File: src/rtl/alu_op_sequencer.sv
// ALU initiator: accepts one op per request handshake, pulses CE for one cycle, captures RES/flags after LAT or MUL_LAT edges.
// Latency: accept -> ISSUE (1) -> WAIT (N edges after the issue edge) -> RESP; one op outstanding at a time.
// Backpressure: REQ_READY low outside IDLE; RESP holds RSP_RES/RSP_FLAGS until RSP_READY. Optional stats via ALU_OP_SEQUENCER_STATS_EN.
module alu_op_sequencer #(
    parameter int WIDTH   = 8,
    parameter int CMD_W   = 4,
    parameter int LAT     = 1,
    parameter int MUL_LAT = 2
) (
    input  logic               CLK,
    input  logic               RST,
    input  logic               REQ_VALID,
    output logic               REQ_READY,
    input  logic [WIDTH-1:0]   REQ_OPA,
    input  logic [WIDTH-1:0]   REQ_OPB,
    input  logic [CMD_W-1:0]   REQ_CMD,
    input  logic               REQ_MODE,
    input  logic               REQ_CIN,
    input  logic [1:0]         REQ_INP_VALID,
    output logic               RSP_VALID,
    input  logic               RSP_READY,
    output logic [2*WIDTH-1:0] RSP_RES,
    output logic [5:0]         RSP_FLAGS,
    output logic [1:0]         INP_VALID,
    output logic               MODE,
    output logic [CMD_W-1:0]   CMD,
    output logic               CE,
    output logic [WIDTH-1:0]   OPA,
    output logic [WIDTH-1:0]   OPB,
    output logic               CIN,
    input  logic [2*WIDTH-1:0] RES,
    input  logic               ERR,
    input  logic               OFLOW,
    input  logic               COUT,
    input  logic               G,
    input  logic               L,
    input  logic               E
`ifdef ALU_OP_SEQUENCER_STATS_EN
    ,
    output logic [15:0]        ISSUE_CNT,
    output logic [15:0]        ERR_CNT
`endif
);

    localparam int MAX_LAT = (LAT > MUL_LAT) ? LAT : MUL_LAT;
    localparam int CNT_W   = $clog2(MAX_LAT + 1);

    typedef enum logic [1:0] {
        S_IDLE  = 2'd0,
        S_ISSUE = 2'd1,
        S_WAIT  = 2'd2,
        S_RESP  = 2'd3
    } state_t;

    state_t             state_q, state_d;
    logic               req_rdy_q, req_rdy_d;
    logic [WIDTH-1:0]   opa_q, opa_d;
    logic [WIDTH-1:0]   opb_q, opb_d;
    logic [CMD_W-1:0]   cmd_q, cmd_d;
    logic               mode_q, mode_d;
    logic               cin_q, cin_d;
    logic [1:0]         inp_valid_q, inp_valid_d;
    logic [CNT_W-1:0]   cnt_q, cnt_d;
    logic [2*WIDTH-1:0] rsp_res_q, rsp_res_d;
    logic [5:0]         rsp_flags_q, rsp_flags_d;

    logic accept;
    logic capture;
    logic is_mul;

    assign accept  = (state_q == S_IDLE) && REQ_VALID && req_rdy_q;
    assign capture = (state_q == S_WAIT) && (cnt_q == '0);
    assign is_mul  = REQ_MODE && ((REQ_CMD == CMD_W'(9)) || (REQ_CMD == CMD_W'(10)));

    always_ff @(posedge CLK or negedge RST) begin
        if (!RST) begin
            state_q <= S_IDLE;
        end else begin
            state_q <= state_d;
        end
    end

    always_comb begin
        state_d = state_q;
        case (state_q)
            S_IDLE:  if (accept)         state_d = S_ISSUE;
            S_ISSUE:                     state_d = S_WAIT;
            S_WAIT:  if (cnt_q == '0)    state_d = S_RESP;
            S_RESP:  if (RSP_READY)      state_d = S_IDLE;
            default:                     state_d = S_IDLE;
        endcase
    end

    always_comb begin
        CE        = (state_q == S_ISSUE);
        INP_VALID = (state_q == S_ISSUE) ? inp_valid_q : 2'b00;
        OPA       = opa_q;
        OPB       = opb_q;
        CMD       = cmd_q;
        MODE      = mode_q;
        CIN       = cin_q;
        REQ_READY = req_rdy_q;
        RSP_VALID = (state_q == S_RESP);
        RSP_RES   = rsp_res_q;
        RSP_FLAGS = rsp_flags_q;
    end

    // Counter is decremented at the issue edge too, so capture lands N edges after it.
    always_comb begin
        req_rdy_d   = (state_d == S_IDLE);
        opa_d       = accept ? REQ_OPA       : opa_q;
        opb_d       = accept ? REQ_OPB       : opb_q;
        cmd_d       = accept ? REQ_CMD       : cmd_q;
        mode_d      = accept ? REQ_MODE      : mode_q;
        cin_d       = accept ? REQ_CIN       : cin_q;
        inp_valid_d = accept ? REQ_INP_VALID : inp_valid_q;
        cnt_d       = cnt_q;
        if (accept) begin
            cnt_d = is_mul ? CNT_W'(MUL_LAT) : CNT_W'(LAT);
        end else if ((state_q == S_ISSUE) || ((state_q == S_WAIT) && (cnt_q != '0))) begin
            cnt_d = cnt_q - CNT_W'(1);
        end
        rsp_res_d   = capture ? RES : rsp_res_q;
        rsp_flags_d = capture ? {ERR, OFLOW, COUT, G, L, E} : rsp_flags_q;
    end

    always_ff @(posedge CLK or negedge RST) begin
        if (!RST) begin
            req_rdy_q   <= 1'b0;
            opa_q       <= '0;
            opb_q       <= '0;
            cmd_q       <= '0;
            mode_q      <= 1'b0;
            cin_q       <= 1'b0;
            inp_valid_q <= 2'b00;
            cnt_q       <= '0;
            rsp_res_q   <= '0;
            rsp_flags_q <= '0;
        end else begin
            req_rdy_q   <= req_rdy_d;
            opa_q       <= opa_d;
            opb_q       <= opb_d;
            cmd_q       <= cmd_d;
            mode_q      <= mode_d;
            cin_q       <= cin_d;
            inp_valid_q <= inp_valid_d;
            cnt_q       <= cnt_d;
            rsp_res_q   <= rsp_res_d;
            rsp_flags_q <= rsp_flags_d;
        end
    end

`ifdef ALU_OP_SEQUENCER_STATS_EN
    logic [15:0] issue_cnt_q, issue_cnt_d;
    logic [15:0] err_cnt_q, err_cnt_d;

    always_comb begin
        issue_cnt_d = issue_cnt_q;
        err_cnt_d   = err_cnt_q;
        if ((state_q == S_ISSUE) && (issue_cnt_q != 16'hFFFF)) begin
            issue_cnt_d = issue_cnt_q + 16'd1;
        end
        if (capture && ERR && (err_cnt_q != 16'hFFFF)) begin
            err_cnt_d = err_cnt_q + 16'd1;
        end
    end

    always_ff @(posedge CLK or negedge RST) begin
        if (!RST) begin
            issue_cnt_q <= '0;
            err_cnt_q   <= '0;
        end else begin
            issue_cnt_q <= issue_cnt_d;
            err_cnt_q   <= err_cnt_d;
        end
    end

    assign ISSUE_CNT = issue_cnt_q;
    assign ERR_CNT   = err_cnt_q;
`endif

endmodule

File: config.mk
export PLATFORM = sky130hd
export DESIGN_NAME = alu_op_sequencer
export DESIGN_NICKNAME = d
export VERILOG_FILES = /design/src/rtl/alu_op_sequencer.sv
export SDC_FILE = /design/constraint.sdc
export NUM_CORES = 1
export LEC_CHECK = 0
export ABC_AREA = 0
export CAP_MARGIN = 20
export CORE_ASPECT_RATIO = 0.75
export CORE_MARGIN = 2
export CORE_UTILIZATION = 40
export DETAILED_ROUTE_END_ITERATION = 10
export PLACE_DENSITY_LB_ADDON = 0.1
export SYNTH_ARGS = -nofsm -noshare
export SYNTH_HDL_FRONTEND = slang
export SYNTH_SLANG_ARGS = --single-unit
export TNS_END_PERCENT = 5
File: constraint.sdc
create_clock -name CLK -period 1.8 [get_ports CLK]
set_input_delay 0.36 -clock CLK [delete_from_list [all_inputs] [get_ports CLK]]
set_output_delay 0.36 -clock CLK [all_outputs]
set_load 0.01 [all_outputs]
==> results.cfg, run 1 <==
[place]
place_inst = 337
gp_congestion = 0.720
port_buffers = 98
dpl_cell_area_mm2 = 0.00312
hpwl_mm = 3.36
pre_cts_slack_ns = 0.128

[synthesis]
synth_nets = 232
async_flop_share_pct = 100
synthSimpleGateAreaFrac_pct = 18.0
muxShareOfSynthArea_pct = 12.0
synth-compound-area-share_pct = 3.04
synth_warnings = 0
synth_cells = 181
syn_area_mm2 = 0.00206
synth_common_cells = nand2_1 (75), dfrtp_1 (51), mux2_2 (21)
synth_seq_cells = 51
synth_top_cell_by_area = dfrtp_1
yosys.cell_count.top_type = nand2_1
synthAdderAreaFrac_pct = 0.607
synth_top_family_by_area = simple AND/OR/NAND/NOR gates
synth_top_area_share_pct = 61.9
synthXorXnorAreaFrac_pct = 0.425
yosysSeqAreaShare_pct = 61.9
avgSynthCellArea_um2 = 11.4
synth_edf_count = 0
synth_flop_cell = dfrtp_1
ys_types = 25
ys_top_cells_by_area = dfrtp_1 (62%), nand2_1 (14%), mux2_2 (11%)

[sta]
worst_pin_slew_ns = 0.405
report.final.hold_viol_count = 0
setup-tns-final_ns = 0
setup_violations = 0
setup_slack_ns = 0.176
timing.fmax_mhz = 616
worst_clock_skew_ns = 0.00506
rsz0062_at_grt = no
post-route-period-util_pct = 90.2
slew_viol_final = 0
slew_headroom_pct = 73.0
period_needed_ns = 1.62

[die]
die_w_um = 86.9
fp-row-count = 22
ios = 99
die_height_um = 66.2
floorplan.die_area_mm2 = 0.00575
core-area_mm2 = 0.00493
start_util_pct = 41.8

[final_layout]
final_nets = 336
drive_gt1_share_pct = 14.0
antennaDiodeCount = 0
final_area_mm2 = 0.00324
fillers = 402
fin_cells = 345
area_delta_synth_final_pct = 57.1

[grt]
track_usage_pct = 17.2
overflow = 0
antenna_found_initial = 0
grt_max_degree = 36
first_global_vias = 1616
grt_pass1_wl_mm = 7.52

[setup_path]
critical_path.cell_chain = nor2b_2 > and2_1 > dlygate4sd2_1
worstSetupPathType = flip-flop to output port
start_kind = flip-flop
required_ns = 1.44
crit_fanout = 3
arrival_ns = 1.26
end_kind = output port
slowest_delay_ns = 0.38
cpMaxStageDelayCell = dfrtp_1

[power]
p_per_area_mw_per_mm2 = 1580
vdd_drop_max_mv = 0.878
leakagePower_uw = 0.00153

[route]
antenna_left = 0
routedWlPerCell_um = 13.2
wirelength_mm = 4.57
drc = 0
dr_total_vias = 1638
avgViaCountPerCell = 4.75
drt_first_pass_iters = 4
drt_iter0_markers = 42

[cts]
cts.clk_slew.worst_paths_ns = 0.08
htreeDepth = 2
numCtsBuffers = 5
cts.sinks = 51
tritoncts = yes
clk_latency_ns = 0.30
clockBufferDepth = 2
cts_root_buf = clkbuf_8

[hold_path]
min_path_type = flip-flop to flip-flop

[flow_run]
maxCapViolations = 0

[run_status]
run_status = finished, final reports clean
## sequential cells by signal, summed over array words and instances, names as in the netlist
signal,count
REQ_READY,1
RSP_RES,16
state_q,2
cnt_q,2
inp_valid_q,2
MODE,1
CIN,1
CMD,4
OPB,8
RSP_FLAGS,6
OPA,8
## critical path, delay by kind of cell (launching register included)
kind / cells / cell delay [ns]
AND/OR/NAND/NOR: 2 / 0.31
buffers and inverters: 1 / 0.28
flip-flops: 1 / 0.38
## through the flow
| stage | total power [uW] | hold WS, ns | utilization [%] |
|---|---|---|---|
| 2_1_floorplan | 3110 | 0.0644 | - |
| 3_3_place_gp | 4370 | 0.313 | 63.3 |
| 3_5_place_dp | 4410 | 0.315 | 63.3 |
| 4_1_cts | 5190 | 0.480 | 65.7 |
| 5_1_grt | 5480 | 0.507 | 65.7 |
| 6_report | 5120 | 0.477 | 65.7 |
## final timing paths
kind | endpoint | cells past startpoint | slack, ns | from
worst max register to register | RSP_FLAGS[4] | 4 | 0.27 | cnt_q[0]
min in group asynchronous | RSP_FLAGS[5] | 2 | 0.52 | RST
worst min register to register | inp_valid_q[1] | 2 | 0.48 | inp_valid_q[1]
max in group asynchronous | RSP_RES[1] | 3 | 0.76 | RST
worst min-delay path | inp_valid_q[1] | 2 | 0.48 | inp_valid_q[1]
worst max-delay path | INP_VALID[1] | 3 | 0.18 | state_q[0]
## layer usage
layer / up-vias / wire length (um) / track usage [%]
li1: 795 / - / -
met1: 788 / 2250 / 23.6
met2: 53 / 1950 / 25.7
met3: 2 / 341 / 5.99
met4: 0 / 28 / 5.27
met5: - / 0 / 0
## what timing repair did
item                       CTS  global route
gates resized for setup      4             1
hold buffers                 1             0
hold endpoints to repair    16             0
buffers inserted             0             0
setup endpoints to repair    4             1
## cell families (layout without fill, tap and decap cells)
| logic type | count (synthesis) | in the layout |
|---|---|---|
| buffers and inverters | 12 | 116 |
| DFF | 51 | 51 |
| xor gates and xnor gates | 1 | 1 |
| muxes | 22 | 22 |
| adders and majority gates | 1 | 1 |
| AOI/OAI and AO/OA | 8 | 8 |
| and+or+nand+nor | 86 | 86 |
## cells in the final DEF, fill, tap and decap left out, types with 2 or more instances in the layout
cell type	Yosys	final
a211o_1	2	2
a21oi_1	2	2
and2_1	2	2
buf_4	3	6
clkbuf_8	0	5
clkdlybuf4s50_1	0	93
dfrtp_1	51	51
dlygate4sd2_1	0	3
inv_1	3	3
mux2_2	21	21
nand2_1	75	75
nor2_1	2	2
## layout make-up
cell class	instances	area (um^2)	area share (%)
Multi-Input combinational cell	118	719	22.2
Clock buffer	5	68.8	2.13
Clock inverter	2	37.5	1.16
Timing Repair Buffer	106	1050	32.4
Inverter	3	11.3	0.348
Tap cell	60	75.1	2.32
Sequential cell	51	1280	39.4
## where the power goes
group | switching (uW) | internal, uW
Clock | 360 | 406
Sequential | 260 | 1690
Combinational | 951 | 1460
No activity file was read; power rests on OpenSTA's default activity.
==> inputs of run 2 (changes only) <==
Settings changed: CTS_CLUSTER_SIZE from default to 12.
==> results of run 2 <==
The final DEF is identical to that of run 1; final timing and power are the same.
==> inputs of run 3 (changes only) <==
Settings changed: GPL_TIMING_DRIVEN from default to 0.
==> run 3 against run 2 <==
Via count shrank 0.12%; hold slack lost 0.47 ns; sequential power is essentially flat; clock power shrank 16%; global-route usage shrank 0.17 points; clock skew grew 0.00099 ns; clock-buffer cell count grew 1; wire length grew 2.6%; worst setup slack lost 0.094 ns; critical endpoint is now INP_VALID[0].
==> results.cfg, run 3 (synthesis gave the netlist of run 1 again) <==
[run_status]
run_status = finished, final reports clean

[final_layout]
largest_reg_flops = 16
seq_area_mm2 = 0.00128
multiInputGateArea_um2 = 704
antennaDiodeCount = 0
final_common_cell = clkdlybuf4s50_1
fillers = 405
final_nets = 338
area_delta_synth_final_pct = 56.0
drive_gt1_share_pct = 14.9
fin_cells = 348
final_area_mm2 = 0.00322
final_cell_mix = clkdlybuf4s50_1 (93), nand2_1 (75), dfrtp_1 (50), mux2_2 (21), clkbuf_8 (5)

[sta]
slew_headroom_pct = 67.8
rsz0062_at_grt = no
setup_violations = 0
slew_viol_final = 0
post-route-period-util_pct = 95.5
period_needed_ns = 1.72
report.final.hold_viol_count = 0
timing.fmax_mhz = 582
worst_clock_skew_ns = 0.00605
worst_pin_slew_ns = 0.483

[route]
antenna_left = 0
avgViaCountPerCell = 4.70
drc = 0
dr_total_vias = 1636
routedWlPerCell_um = 13.5
wirelength_mm = 4.69
drt_first_pass_iters = 4
drt_iter0_markers = 68

[cts]
post_cts_buffers = 0
numCtsBuffers = 5
post_cts_resized = 6
cts.clk_slew.worst_paths_ns = 0.08
tritoncts = yes
clockBufferDepth = 2
clk_latency_ns = 0.30
holdBufCountCts = 0
htreeDepth = 2
cts_root_buf = clkbuf_8
cts.sinks = 51

[setup_path]
slowest_delay_ns = 0.46
r2r_end = cnt_q[0]
r2r_slack_ns = 0.31
startpoint = state_q[0]
arrival_ns = 1.36
end_kind = output port
worstSetupPathType = flip-flop to output port
rr_startpoint = cnt_q[0]
worstRegToRegCells = 5
crit_fanout = 8
required_ns = 1.44
cpMaxStageDelayCell = dfrtp_2
start_kind = flip-flop
critical_path.cell_chain = nor2b_2 > and2_1 > dlygate4sd2_1

[hold_path]
min_path_type = primary input to asynchronous set/reset pin

[grt]
track_usage_pct = 17.0
antenna_found_initial = 0
first_global_vias = 1587
overflow = 0
grt_max_degree = 33
grt_pass1_wl_mm = 7.45

[place]
dpl_cell_area_mm2 = 0.00313
gp_congestion = 0.751
place_inst = 340
port_buffers = 98
hpwl_mm = 3.56

[power]
p_per_area_mw_per_mm2 = 1560
vdd_drop_max_mv = 0.771
leakagePower_uw = 0.00151

[die]
die_w_um = 86.9
start_util_pct = 41.8
fp-row-count = 22
floorplan.die_area_mm2 = 0.00575
core-area_mm2 = 0.00493
ios = 99
die_height_um = 66.2

[flow_run]
maxCapViolations = 0
[run 3: worst max-delay path: cells and delay by family (launching register included)]
kind          cells  cell delay, ns
simple gates      2            0.32
flops             1            0.46
buf+inv           1            0.28
[run 3: worst max-delay path by stage]
stage          depth (start not counted)            to
4_1_cts                                4  INP_VALID[0]
3_3_place_gp                           1    RSP_RES[1]
3_5_place_dp                           3  INP_VALID[0]
5_1_grt                                4  INP_VALID[0]
2_1_floorplan                          5      cnt_q[0]
6_report                               3  INP_VALID[0]
[run 3: per-stage QoR]
stage	util [%]	setup TNS, ns	setup WS (ns)	hold slack [ns]	total power, uW
2_1_floorplan	-	0	0.454	0.0644	3110
3_3_place_gp	63.3	-59.71	-1.17	0.452	4380
3_5_place_dp	63.6	0	0.0591	0.343	4430
4_1_cts	65.3	0	0.0564	0.0134	5080
5_1_grt	65.3	0	0.0271	0.0322	5360
6_report	65.3	0	0.0815	0.00735	5010
[run 3: where the power goes]
part | switching (uW) | internal, uW
Combinational | 946 | 1470
Sequential | 267 | 1690
Clock | 372 | 272
Total | 1590 | 3430
[run 3: cell type report]
class	instances	area share (%)
Timing Repair Buffer	99	30.8
Sequential cell	51	39.7
Clock buffer	6	2.26
Tap cell	60	2.33
Multi-Input combinational cell	118	21.9
Inverter	3	0.350
Buffer	9	2.22
Clock inverter	2	0.389
[run 3: per-layer routing]
| metal | up-vias | GRT usage [%] | wire [um] |
|---|---|---|---|
| li1 | 788 | - | - |
| met1 | 772 | 23.2 | 2220 |
| met2 | 69 | 26.0 | 2020 |
| met3 | 7 | 4.99 | 375 |
| met4 | 0 | 5.86 | 68 |
| met5 | - | 0 | 0 |
